===== config.mk =====
export PLATFORM = sky130hd
export DESIGN_NAME = button_conditioner_flat
export DESIGN_NICKNAME = d
export VERILOG_FILES = /design/src/rtl/button_conditioner_if.sv /design/src/rtl/button_conditioner.sv /design/src/flat_wrapper.sv
export SDC_FILE = /design/constraint.sdc
export NUM_CORES = 1
export LEC_CHECK = 0
export ABC_AREA = 1
export CAP_MARGIN = 20
export CORE_UTILIZATION = 49
export DETAILED_ROUTE_END_ITERATION = 12
export PLACE_DENSITY = 0.65
export REMOVE_ABC_BUFFERS = 1
export SYNTH_ARGS = -nofsm -noshare
export SYNTH_HDL_FRONTEND = slang
export SYNTH_SLANG_ARGS = --single-unit
export TNS_END_PERCENT = 50

===== constraint.sdc =====
create_clock -name clk25 -period 1.95 [get_ports clk25]
set_input_delay 0.39 -clock clk25 [delete_from_list [all_inputs] [get_ports clk25]]
set_output_delay 0.39 -clock clk25 [all_outputs]
set_load 0.02 [all_outputs]

===== src/rtl/button_conditioner_if.sv =====
// Button conditioner CPU-side bundle:
// pending event flags, debounced levels and acknowledge.
interface button_conditioner_if;
  logic [3:0] ack;
  logic       moveLeft;
  logic       moveRight;
  logic       rotate;
  logic       softDrop;
  logic [3:0] pressed;

  modport master (
    input  ack,
    output moveLeft, moveRight, rotate, softDrop,
    output pressed
  );

  modport slave (
    output ack,
    input  moveLeft, moveRight, rotate, softDrop,
    input  pressed
  );
endinterface


===== src/rtl/button_conditioner.sv =====
// Four-button front end: sync, debounce, press/auto-repeat
// FSM per button and sticky pending flags cleared by ack.
module button_conditioner #(
  parameter int         DEBOUNCE_CYCLES = 250000,
  parameter int         REPEAT_DELAY    = 5000000,
  parameter int         REPEAT_PERIOD   = 2500000,
  parameter logic [3:0] REPEAT_MASK     = 4'b1011
) (
  input logic clk25,
  input logic CPU_RESETN,
  input logic BTNL,
  input logic BTNR,
  input logic BTNU,
  input logic BTND,
  button_conditioner_if.master cpu
);

  localparam int MAXA = (DEBOUNCE_CYCLES > REPEAT_DELAY) ?
                        DEBOUNCE_CYCLES : REPEAT_DELAY;
  localparam int MAXP = (MAXA > REPEAT_PERIOD) ?
                        MAXA : REPEAT_PERIOD;
  localparam int CW   = (MAXP > 1) ? $clog2(MAXP) : 1;

  localparam logic [CW-1:0] DB_LAST  = CW'(DEBOUNCE_CYCLES - 1);
  localparam logic [CW-1:0] DLY_LAST = CW'(REPEAT_DELAY - 1);
  localparam logic [CW-1:0] PER_LAST = CW'(REPEAT_PERIOD - 1);
  localparam logic [CW-1:0] ONE      = CW'(1);

  typedef enum logic [1:0] {
    IDLE,
    HOLD,
    REPEAT
  } state_t;

  logic [3:0]    raw;
  logic [3:0]    sync1;
  logic [3:0]    sync2;
  logic [3:0]    deb;
  logic [3:0]    pend;
  logic [3:0]    evtRaw;
  logic [3:0]    evt;
  logic          lrBoth;
  logic [CW-1:0] dbCnt    [4];
  logic [CW-1:0] timer    [4];
  logic [CW-1:0] timerNxt [4];
  state_t        state    [4];
  state_t        stateNxt [4];

  assign raw = {BTND, BTNU, BTNR, BTNL};

  always_ff @(posedge clk25 or negedge CPU_RESETN) begin
    if (!CPU_RESETN) begin
      sync1 <= '0;
      sync2 <= '0;
    end else begin
      sync1 <= raw;
      sync2 <= sync1;
    end
  end

  always_ff @(posedge clk25 or negedge CPU_RESETN) begin
    if (!CPU_RESETN) begin
      deb <= '0;
      for (int i = 0; i < 4; i++) dbCnt[i] <= '0;
    end else begin
      for (int i = 0; i < 4; i++) begin
        if (sync2[i] == deb[i]) begin
          dbCnt[i] <= '0;
        end else if (dbCnt[i] == DB_LAST) begin
          deb[i]   <= ~deb[i];
          dbCnt[i] <= '0;
        end else begin
          dbCnt[i] <= dbCnt[i] + ONE;
        end
      end
    end
  end

  always_ff @(posedge clk25 or negedge CPU_RESETN) begin
    if (!CPU_RESETN) begin
      for (int i = 0; i < 4; i++) begin
        state[i] <= IDLE;
        timer[i] <= '0;
      end
    end else begin
      for (int i = 0; i < 4; i++) begin
        state[i] <= stateNxt[i];
        timer[i] <= timerNxt[i];
      end
    end
  end

  // Release wins over a same-cycle repeat tick.
  always_comb begin
    for (int i = 0; i < 4; i++) begin
      stateNxt[i] = state[i];
      timerNxt[i] = timer[i];
      evtRaw[i]   = 1'b0;
      unique case (state[i])
        IDLE: begin
          timerNxt[i] = '0;
          if (deb[i]) begin
            evtRaw[i]   = 1'b1;
            stateNxt[i] = HOLD;
          end
        end
        HOLD: begin
          if (!deb[i]) begin
            stateNxt[i] = IDLE;
          end else if (timer[i] == DLY_LAST) begin
            if (REPEAT_MASK[i]) begin
              evtRaw[i]   = 1'b1;
              stateNxt[i] = REPEAT;
              timerNxt[i] = '0;
            end
          end else begin
            timerNxt[i] = timer[i] + ONE;
          end
        end
        REPEAT: begin
          if (!deb[i]) begin
            stateNxt[i] = IDLE;
          end else if (timer[i] == PER_LAST) begin
            evtRaw[i]   = 1'b1;
            timerNxt[i] = '0;
          end else begin
            timerNxt[i] = timer[i] + ONE;
          end
        end
        default: stateNxt[i] = IDLE;
      endcase
    end
  end

  // Left+right together is a chord: no moves.
  assign lrBoth = deb[0] & deb[1];
  assign evt    = evtRaw & ~{2'b00, {2{lrBoth}}};

  always_ff @(posedge clk25 or negedge CPU_RESETN) begin
    if (!CPU_RESETN) begin
      pend <= '0;
    end else begin
      pend <= evt | (pend & ~cpu.ack);
    end
  end

  assign cpu.moveLeft  = pend[0];
  assign cpu.moveRight = pend[1];
  assign cpu.rotate    = pend[2];
  assign cpu.softDrop  = pend[3];
  assign cpu.pressed   = deb;

endmodule


===== src/flat_wrapper.sv =====
// flat-port wrapper written by rule: the top's interface ports become plain ports
module button_conditioner_flat 
#(
  parameter int         DEBOUNCE_CYCLES = 250000,
  parameter int         REPEAT_DELAY    = 5000000,
  parameter int         REPEAT_PERIOD   = 2500000,
  parameter logic [3:0] REPEAT_MASK     = 4'b1011
)
  (clk25, CPU_RESETN, BTNL, BTNR, BTNU, BTND, cpu_ack, cpu_moveLeft, cpu_moveRight, cpu_rotate, cpu_softDrop, cpu_pressed);
  button_conditioner_if cpu_i ();
  input logic clk25;
  input logic CPU_RESETN;
  input logic BTNL;
  input logic BTNR;
  input logic BTNU;
  input logic BTND;
  input wire logic [$bits(cpu_i.ack)-1:0] cpu_ack;
  output wire logic [$bits(cpu_i.moveLeft)-1:0] cpu_moveLeft;
  output wire logic [$bits(cpu_i.moveRight)-1:0] cpu_moveRight;
  output wire logic [$bits(cpu_i.rotate)-1:0] cpu_rotate;
  output wire logic [$bits(cpu_i.softDrop)-1:0] cpu_softDrop;
  output wire logic [$bits(cpu_i.pressed)-1:0] cpu_pressed;
  assign cpu_i.ack = cpu_ack;
  assign cpu_moveLeft = cpu_i.moveLeft;
  assign cpu_moveRight = cpu_i.moveRight;
  assign cpu_rotate = cpu_i.rotate;
  assign cpu_softDrop = cpu_i.softDrop;
  assign cpu_pressed = cpu_i.pressed;
  button_conditioner #(.DEBOUNCE_CYCLES(DEBOUNCE_CYCLES), .REPEAT_DELAY(REPEAT_DELAY), .REPEAT_PERIOD(REPEAT_PERIOD), .REPEAT_MASK(REPEAT_MASK)) u_core (.clk25(clk25), .CPU_RESETN(CPU_RESETN), .BTNL(BTNL), .BTNR(BTNR), .BTNU(BTNU), .BTND(BTND), .cpu(cpu_i));
endmodule

==> out/summary.json, run 1 <==
{
  "timing": {
    "final_min_period_over_clock_period": 0.9572,
    "fin_crit_ns": 1.867,
    "maxSlewViolCount": 0,
    "worst_slew_pin_slew_ns": 0.4489,
    "maxSlewHeadroom": 0.6984,
    "setup_viol_count_final": 0,
    "final_hold_slack_ns": 0.3512,
    "final_critical_path_setup_slack_ns": 0.08339,
    "final.setup_skew_ns": 0.01169,
    "max_clock_freq_ghz": 0.5357,
    "setup_repair_after_global_routing_missed_its_margin": "true",
    "hold_viol_final": 0
  },
  "place": {
    "dpl_worst_slack_ns": 0.07278,
    "dpl.hpwl_um": 17450,
    "finalWeightedCongestion": 0.9105,
    "io_buffer_count": 17
  },
  "setup_path": {
    "regToRegSetupSlack_ns": 0.13,
    "crit_arrival_ns": 1.48,
    "critical_path_peak_fanout": 4,
    "critical_path.cell_chain": "clkdlybuf4s50_1",
    "setup.worst_path.start_class": "register",
    "critical_path.slowest_cell": "clkdlybuf4s50_1",
    "rr_startpoint": "u_core.state[4]",
    "worst_setup_path_type": "reg2out",
    "reg2regPathDepth": 10,
    "r2r-end": "u_core.timer[66]",
    "cpLargestDelayFamily": "buffers and inverters",
    "worstPathBufferInverterCount": 1,
    "critPathRequiredTime_ns": 1.56,
    "critPathMaxStageDelay_ns": 0.63,
    "endpoint_kind": "output pin"
  },
  "global_route": {
    "grt_pass1_vias": 8963,
    "grt_start_max_net_pins": 49,
    "groute.usage.overall": 0.2249,
    "global_route.overflow_total": 0,
    "first_pass_grt_wire_length_um": 41380,
    "antenna_found_initial": 0
  },
  "route": {
    "final_antenna_net_count": 0,
    "routed_wire_length_per_instance_um": 12.94,
    "drt_iter0_markers": 520,
    "post-route-drc-count": 0,
    "detail_route.first_pass.iterations": 5,
    "dr_total_vias": 9248,
    "drt_wl_total_um": 23330,
    "detail_route.vias_per_cell": 5.129
  },
  "clock_network": {
    "clk_root_buffer_cell": "clkbuf_16",
    "cts_tree": "built",
    "worst_skew_pair.late_latency_ns": 0.44,
    "numCtsBuffers": 17,
    "cts.sinks": 184,
    "htree_num_levels": 4,
    "ctsLongestPathBuffers": 2,
    "clk_transition_reported_paths_ns": 0.08
  },
  "floorplanning": {
    "fp.coreArea_sq_um": 21760,
    "floorplan_die_width_um": 150.9,
    "placement_rows": 54,
    "chipHeight_um": 150.9,
    "floorplan.io_pins": 18,
    "initial_core_utilization": 0.4995,
    "floorplan.die_area_sq_um": 22780
  },
  "cells_and_area": {
    "final_cell_mix": "nand2_1, nor2_1, dfrtp_1",
    "antennaDiodeCount": 0,
    "multi_input_area_sq_um": 5418,
    "drive_gt1_frac": 0.09521,
    "most_common_library_cell_in_the_layout_ignoring_fill_and_taps": "nand2_1",
    "area_growth_synth_to_finish_pct": 11.59,
    "filler_cell_count": 2079,
    "final_standard_cell_utilization_of_the_core": 0.5574,
    "sequential_cell_area_sq_um": 4608,
    "nets": 1540
  },
  "yosys": {
    "synth_sequential_area_ratio": 0.4237,
    "syn-instance-count": 1464,
    "yosysUniqueCellTypes": 53,
    "synth_async_sr_flop_share": 1.000,
    "synth_flop_cell": "dfrtp_1",
    "synth_top_cell_by_area": "dfrtp_1",
    "postSynthRegisterBits": 184,
    "ys.warnings.count": 0,
    "ys_top_cells_by_area": "dfrtp_1, nand2_1, nor2_1, inv_1, nand3_1",
    "post_synth_instance_area_sq_um": 10870,
    "synth.top_cell.area_share": 0.4237,
    "syn-mean-instance-area_sq_um": 7.423,
    "synth-edff-count": 0
  },
  "worst_hold_path": {
    "holdPathStages": 0,
    "min_path_type": "reg2reg",
    "holdPathEnd": "u_core.sync2[3]",
    "hold_path.startpoint": "u_core.sync1[3]"
  },
  "status": {
    "result_of_the_run": "completed"
  },
  "run": {
    "drv_cap": 0
  },
  "power": {
    "p_leak_nw": 5.296,
    "power_density_nw_per_um2": 612.9,
    "vdd.ir_drop.worst_mv": 0.4577
  }
}
==> kinds of logic after synthesis <==
group | count (synthesis) | share of synthesized area
xor+xnor | 71 | 0.05723
flops | 184 | 0.4237
fa+ha+maj | 20 | 0.02303
buf+inv | 211 | 0.07841
simple gates | 864 | 0.3583
compound gates | 114 | 0.05930
==> sequential cells by signal (all words and copies together), names as in the netlist <==
signal / count
u_core.timer: 69
u_core.state: 7
u_core.cpu.pressed: 4
u_core.sync2: 4
u_core.dbCnt: 92
u_core.pend: 4
u_core.sync1: 4
==> metal layers <==
metal  vias to the layer above  GRT usage  share of wire
met5                         -          0              0
met4                         0    0.06250          0.017
met3                        29    0.04217          0.033
met2                       147     0.3750           0.47
met1                      4306     0.2982           0.48
li1                       4766          -              -
==> worst max-delay path by stage <==
stage,from,endpoint,slack [ns],cells after the start
3_5_place_dp,u_core.state[4],u_core.timer[66],0.07,10
6_report,u_core.cpu.pressed[2],cpu_pressed[2],0.08,1
4_1_cts,u_core.cpu.pressed[2],cpu_pressed[2],0.05,1
2_1_floorplan,u_core.state[6],u_core.timer[75],-0.26,9
3_3_place_gp,u_core.state[4],u_core.timer[68],0.16,10
5_1_grt,u_core.state[5],u_core.timer[62],-0.03,9
==> power by group <==
group	switching [mW]	leakage (nW)	internal [mW]
clock network	1.63	0.283	1.73
registers	0.0192	2.54	3.84
logic	0.146	2.48	0.0696
==> synthesized netlist by cell type, types with 2 or more instances <==
| cell | count |
|---|---|
| and3_1 | 4 |
| dfrtp_1 | 184 |
| o21ai_0 | 27 |
| o211ai_1 | 4 |
| nand3_1 | 99 |
| nand3b_1 | 3 |
| o21ai_1 | 3 |
| buf_6 | 3 |
| nor2_2 | 20 |
| buf_2 | 12 |
| xor2_1 | 50 |
| buf_4 | 2 |
| clkinv_1 | 2 |
| nor2_4 | 6 |
| a21oi_1 | 63 |
| inv_1 | 177 |
| nor3_2 | 10 |
| nand2_4 | 2 |
| nand2_2 | 15 |
| a22oi_1 | 2 |
| nor3_1 | 72 |
| nor2_1 | 255 |
| nand2_1 | 321 |
| inv_2 | 11 |
| nand4_1 | 41 |
| o21a_1 | 2 |
| and2_1 | 2 |
| o21bai_1 | 2 |
| xnor2_1 | 21 |
| nor3b_1 | 4 |
| o22ai_1 | 2 |
| ha_1 | 20 |
| nand3_2 | 3 |
==> area by class of cell <==
class / count / share of cell area
well taps: 280 / 0.02889
clock buffers: 18 / 0.03622
inverters: 192 / 0.05974
flip-flops and latches: 184 / 0.3800
repair buffers: 46 / 0.03735
clock inverters: 14 / 0.01104
multi-input cells: 1069 / 0.4468
==> what timing repair did <==
item	4_1_cts	5_1_grt
setup endpoints to repair	3	20
hold buffers	1	0
buffers inserted	0	4
pin swaps	0	1
gates resized for setup	6	4
endpoints found under the hold margin	32	0
==> stage by stage <==
stage	cells	total power, mW	cell area, sq um	TNS (ns)
6_report	1803	7.432	12130	0
3_3_place_gp	1766	4.153	11510	0
4_1_cts	1799	7.560	12090	0
2_1_floorplan	1445	4.009	10740	-1.227
3_5_place_dp	1766	4.158	11510	0
5_1_grt	1803	7.726	12130	-0.06974
Power figures use the tool's default switching activity.
==> run 2, diff against run 1 <==
- ABC_AREA: 1 -> default
==> run 2 against run 1 <==
The run now ends with setup timing left; clock-buffer cell count is 1 higher; synthesized cell count fell by 32%; flip-flop and latch count unchanged; maximum frequency fell by 7.7%; first-iteration DRC count shrank 27%; critical path type is now reg2reg; critical endpoint is now u_core.timer[74].
==> out/summary.json, run 2 <==
{
  "timing": {
    "setup_repair_after_global_routing_missed_its_margin": "true",
    "max_clock_freq_ghz": 0.4947,
    "final.setup_skew_ns": 0.01065,
    "fin_crit_ns": 2.021,
    "maxSlewHeadroom": 0.6416,
    "setup_viol_count_final": 46,
    "final_min_period_over_clock_period": 1.037,
    "hold_viol_final": 0,
    "worst_slew_pin_slew_ns": 0.5327,
    "final.setup.tns_ns": -1.210,
    "final_critical_path_setup_slack_ns": -0.07131,
    "maxSlewViolCount": 0
  },
  "place": {
    "dpl_worst_slack_ns": -0.1379,
    "io_buffer_count": 17,
    "finalWeightedCongestion": 0.8901,
    "dpl.cell_count": 1388,
    "dpl.hpwl_um": 14190
  },
  "setup_path": {
    "worst_setup_path_type": "reg2reg",
    "r2r-end": "u_core.timer[74]",
    "crit_end": "u_core.timer[74]",
    "rr_startpoint": "u_core.timer[84]",
    "worst_setup_path_startpoint": "u_core.timer[84]",
    "regToRegSetupSlack_ns": -0.07,
    "critical_path_peak_fanout": 6,
    "reg2regPathDepth": 7,
    "setup.worst_path.start_class": "register",
    "endpoint_kind": "register",
    "crit_arrival_ns": 2.31,
    "critPathRequiredTime_ns": 2.24
  },
  "clock_network": {
    "worst_skew_pair.late_latency_ns": 0.43,
    "htree_num_levels": 4,
    "clk_transition_reported_paths_ns": 0.07,
    "cts_tree": "built",
    "numCtsBuffers": 17,
    "cts.sinks": 184,
    "ctsLongestPathBuffers": 2,
    "clk_root_buffer_cell": "clkbuf_16"
  },
  "cells_and_area": {
    "finish.cell_count_without_fillers": 1440,
    "nets": 1192,
    "area_growth_synth_to_finish_pct": 28.25,
    "largest_register_ff_count": 92,
    "multi_input_area_sq_um": 5273,
    "final_cell_mix": "dfrtp_1, buf_4, nor2_1",
    "most_common_library_cell_in_the_layout_ignoring_fill_and_taps": "dfrtp_1",
    "sequential_cell_area_sq_um": 4604,
    "regMostFlops": "u_core.dbCnt",
    "largestRegisters": "u_core.dbCnt: 92 flops, u_core.timer: 69 flops, u_core.state: 7 flops",
    "antennaDiodeCount": 0,
    "drive_gt1_frac": 0.2477,
    "filler_cell_count": 1586
  },
  "floorplanning": {
    "floorplan.die_area_sq_um": 20360,
    "floorplan_die_width_um": 142.7,
    "fp.coreArea_sq_um": 19400,
    "floorplan.io_pins": 18,
    "initial_core_utilization": 0.4999,
    "chipHeight_um": 142.7,
    "placement_rows": 51
  },
  "global_route": {
    "grt_start_max_net_pins": 60,
    "first_pass_grt_wire_length_um": 35910,
    "global_route.overflow_total": 0,
    "antenna_found_initial": 0,
    "groute.usage.overall": 0.2203,
    "grt_pass1_vias": 7631
  },
  "route": {
    "drt_wl_total_um": 21300,
    "detail_route.vias_per_cell": 5.450,
    "post-route-drc-count": 0,
    "dr_total_vias": 7848,
    "routed_wire_length_per_instance_um": 14.79,
    "drt_iter0_markers": 380,
    "detail_route.first_pass.iterations": 6,
    "final_antenna_net_count": 0
  },
  "yosys": {
    "synth_async_sr_flop_share": 1.000,
    "synth_sequential_area_ratio": 0.4748,
    "synth-edff-count": 0,
    "post_synth_instance_area_sq_um": 9697,
    "ys.warnings.count": 0,
    "syn-mean-instance-area_sq_um": 9.687,
    "yosysUniqueCellTypes": 61,
    "synth.top_cell.area_share": 0.4748,
    "synth_top_cell_by_area": "dfrtp_1",
    "syn-instance-count": 1001,
    "postSynthRegisterBits": 184,
    "yosysMostFrequentCell": "dfrtp_1",
    "ys_top_cells_by_area": "dfrtp_1, xor2_1, xnor2_1, nor2_1, nand3_1",
    "synth_flop_cell": "dfrtp_1",
    "netlist_top_cells_count": "dfrtp_1, nor2_1, nand2_1"
  },
  "power": {
    "vdd.ir_drop.worst_mv": 0.5608,
    "p_leak_nw": 5.244,
    "power_density_nw_per_um2": 601.3
  },
  "status": {
    "result_of_the_run": "complete, but fails checks",
    "violated_checks": "setup timing"
  },
  "run": {
    "drv_cap": 0
  },
  "worst_hold_path": {
    "min_path_type": "reg2reg"
  }
}
==> run 2: cell types whose count changed after synthesis, sizes merged, moves of 21 or more <==
cell and delta:
xnor2 +34, nor2 -162, nor3 -54, inv -155, nand3 -37, nor4 +32
nand2 -257, and3 +21, xor2 +29
==> run 2: timing repair <==
| action | 4_1_cts | 5_1_grt |
|---|---|---|
| endpoints found under the setup margin | 100 | 115 |
| buffers inserted | 14 | 2 |
| hold buffers | 1 | 0 |
| pin swaps | 32 | 30 |
| gates cloned | 3 | 1 |
| endpoints found under the hold margin | 54 | 0 |
| resized for setup | 60 | 61 |
==> run 2: worst min path at each step <==
stage,cells after the start,endpoint,from,slack [ns]
after CTS,0,u_core.sync2[0],u_core.sync1[0],0.35
after global placement,0,u_core.sync2[2],u_core.sync1[2],0.33
after floorplan,0,u_core.cpu.pressed[0],CPU_RESETN,0.09
after detailed placement,0,u_core.sync2[0],u_core.sync1[0],0.34
after global routing,0,u_core.sync2[0],u_core.sync1[0],0.36
final,0,u_core.sync2[2],u_core.sync1[2],0.35
==> run 2: worst max-delay path, cell delays in order, from the launching register on <==
cell	delay (ns)
dfrtp_1	0.38
or4_4	0.56
buf_6	0.14
nor4_4	0.21
a21boi_4	0.15
o21ai_4	0.19
buf_6	0.14
o211ai_1	0.10
==> run 2: report_power, final <==
group | internal, mW | total [mW] | switching, mW
Combinational | 0.0805 | 0.214 | 0.133
Sequential | 3.84 | 3.86 | 0.0208
Clock | 1.90 | 3.40 | 1.50
Total | 5.83 | 7.48 | 1.65
==> run 2: metrics by stage <==
stage	hold WS, ns	util	area [sq um]	power (mW)
after detailed placement	0.3363	0.5760	11170	4.157
after global placement	0.3337	0.5760	11170	4.153
final	0.3490	0.6411	12440	7.477
after floorplan	0.09441	-	9524	3.991
after CTS	0.3500	0.6260	12140	7.576
after global routing	0.3642	0.6411	12440	7.756
==> run 2: final cells by class <==
type                            instances  area share
Timing Repair Buffer                  176      0.1223
Inverter                               34     0.01026
Tap cell                              265     0.02666
Sequential cell                       184      0.3703
Clock buffer                           19     0.03481
Multi-Input combinational cell        749      0.4240
Clock inverter                         13     0.01167
==> run 2: kinds of logic after synthesis <==
kind of cell	Yosys count	synth area share
AND/OR/NAND/NOR	472	0.2601
multiplexers	5	0.005677
buffers and inverters	68	0.03097
AO/OA/AOI/OAI	118	0.08155
adder cells (fa/ha/maj)	20	0.02581
XOR/XNOR	134	0.1210
flip-flops	184	0.4748
==> run 2: metal layers <==
layer	vias up	wire length [um]	share of wire	GRT usage
met2	118	10550	0.50	0.3664
li1	3880	-	-	-
met5	-	0	0	0
met1	3828	9917	0.47	0.2969
met4	0	210	0.0099	0.05999
met3	22	629	0.030	0.03722
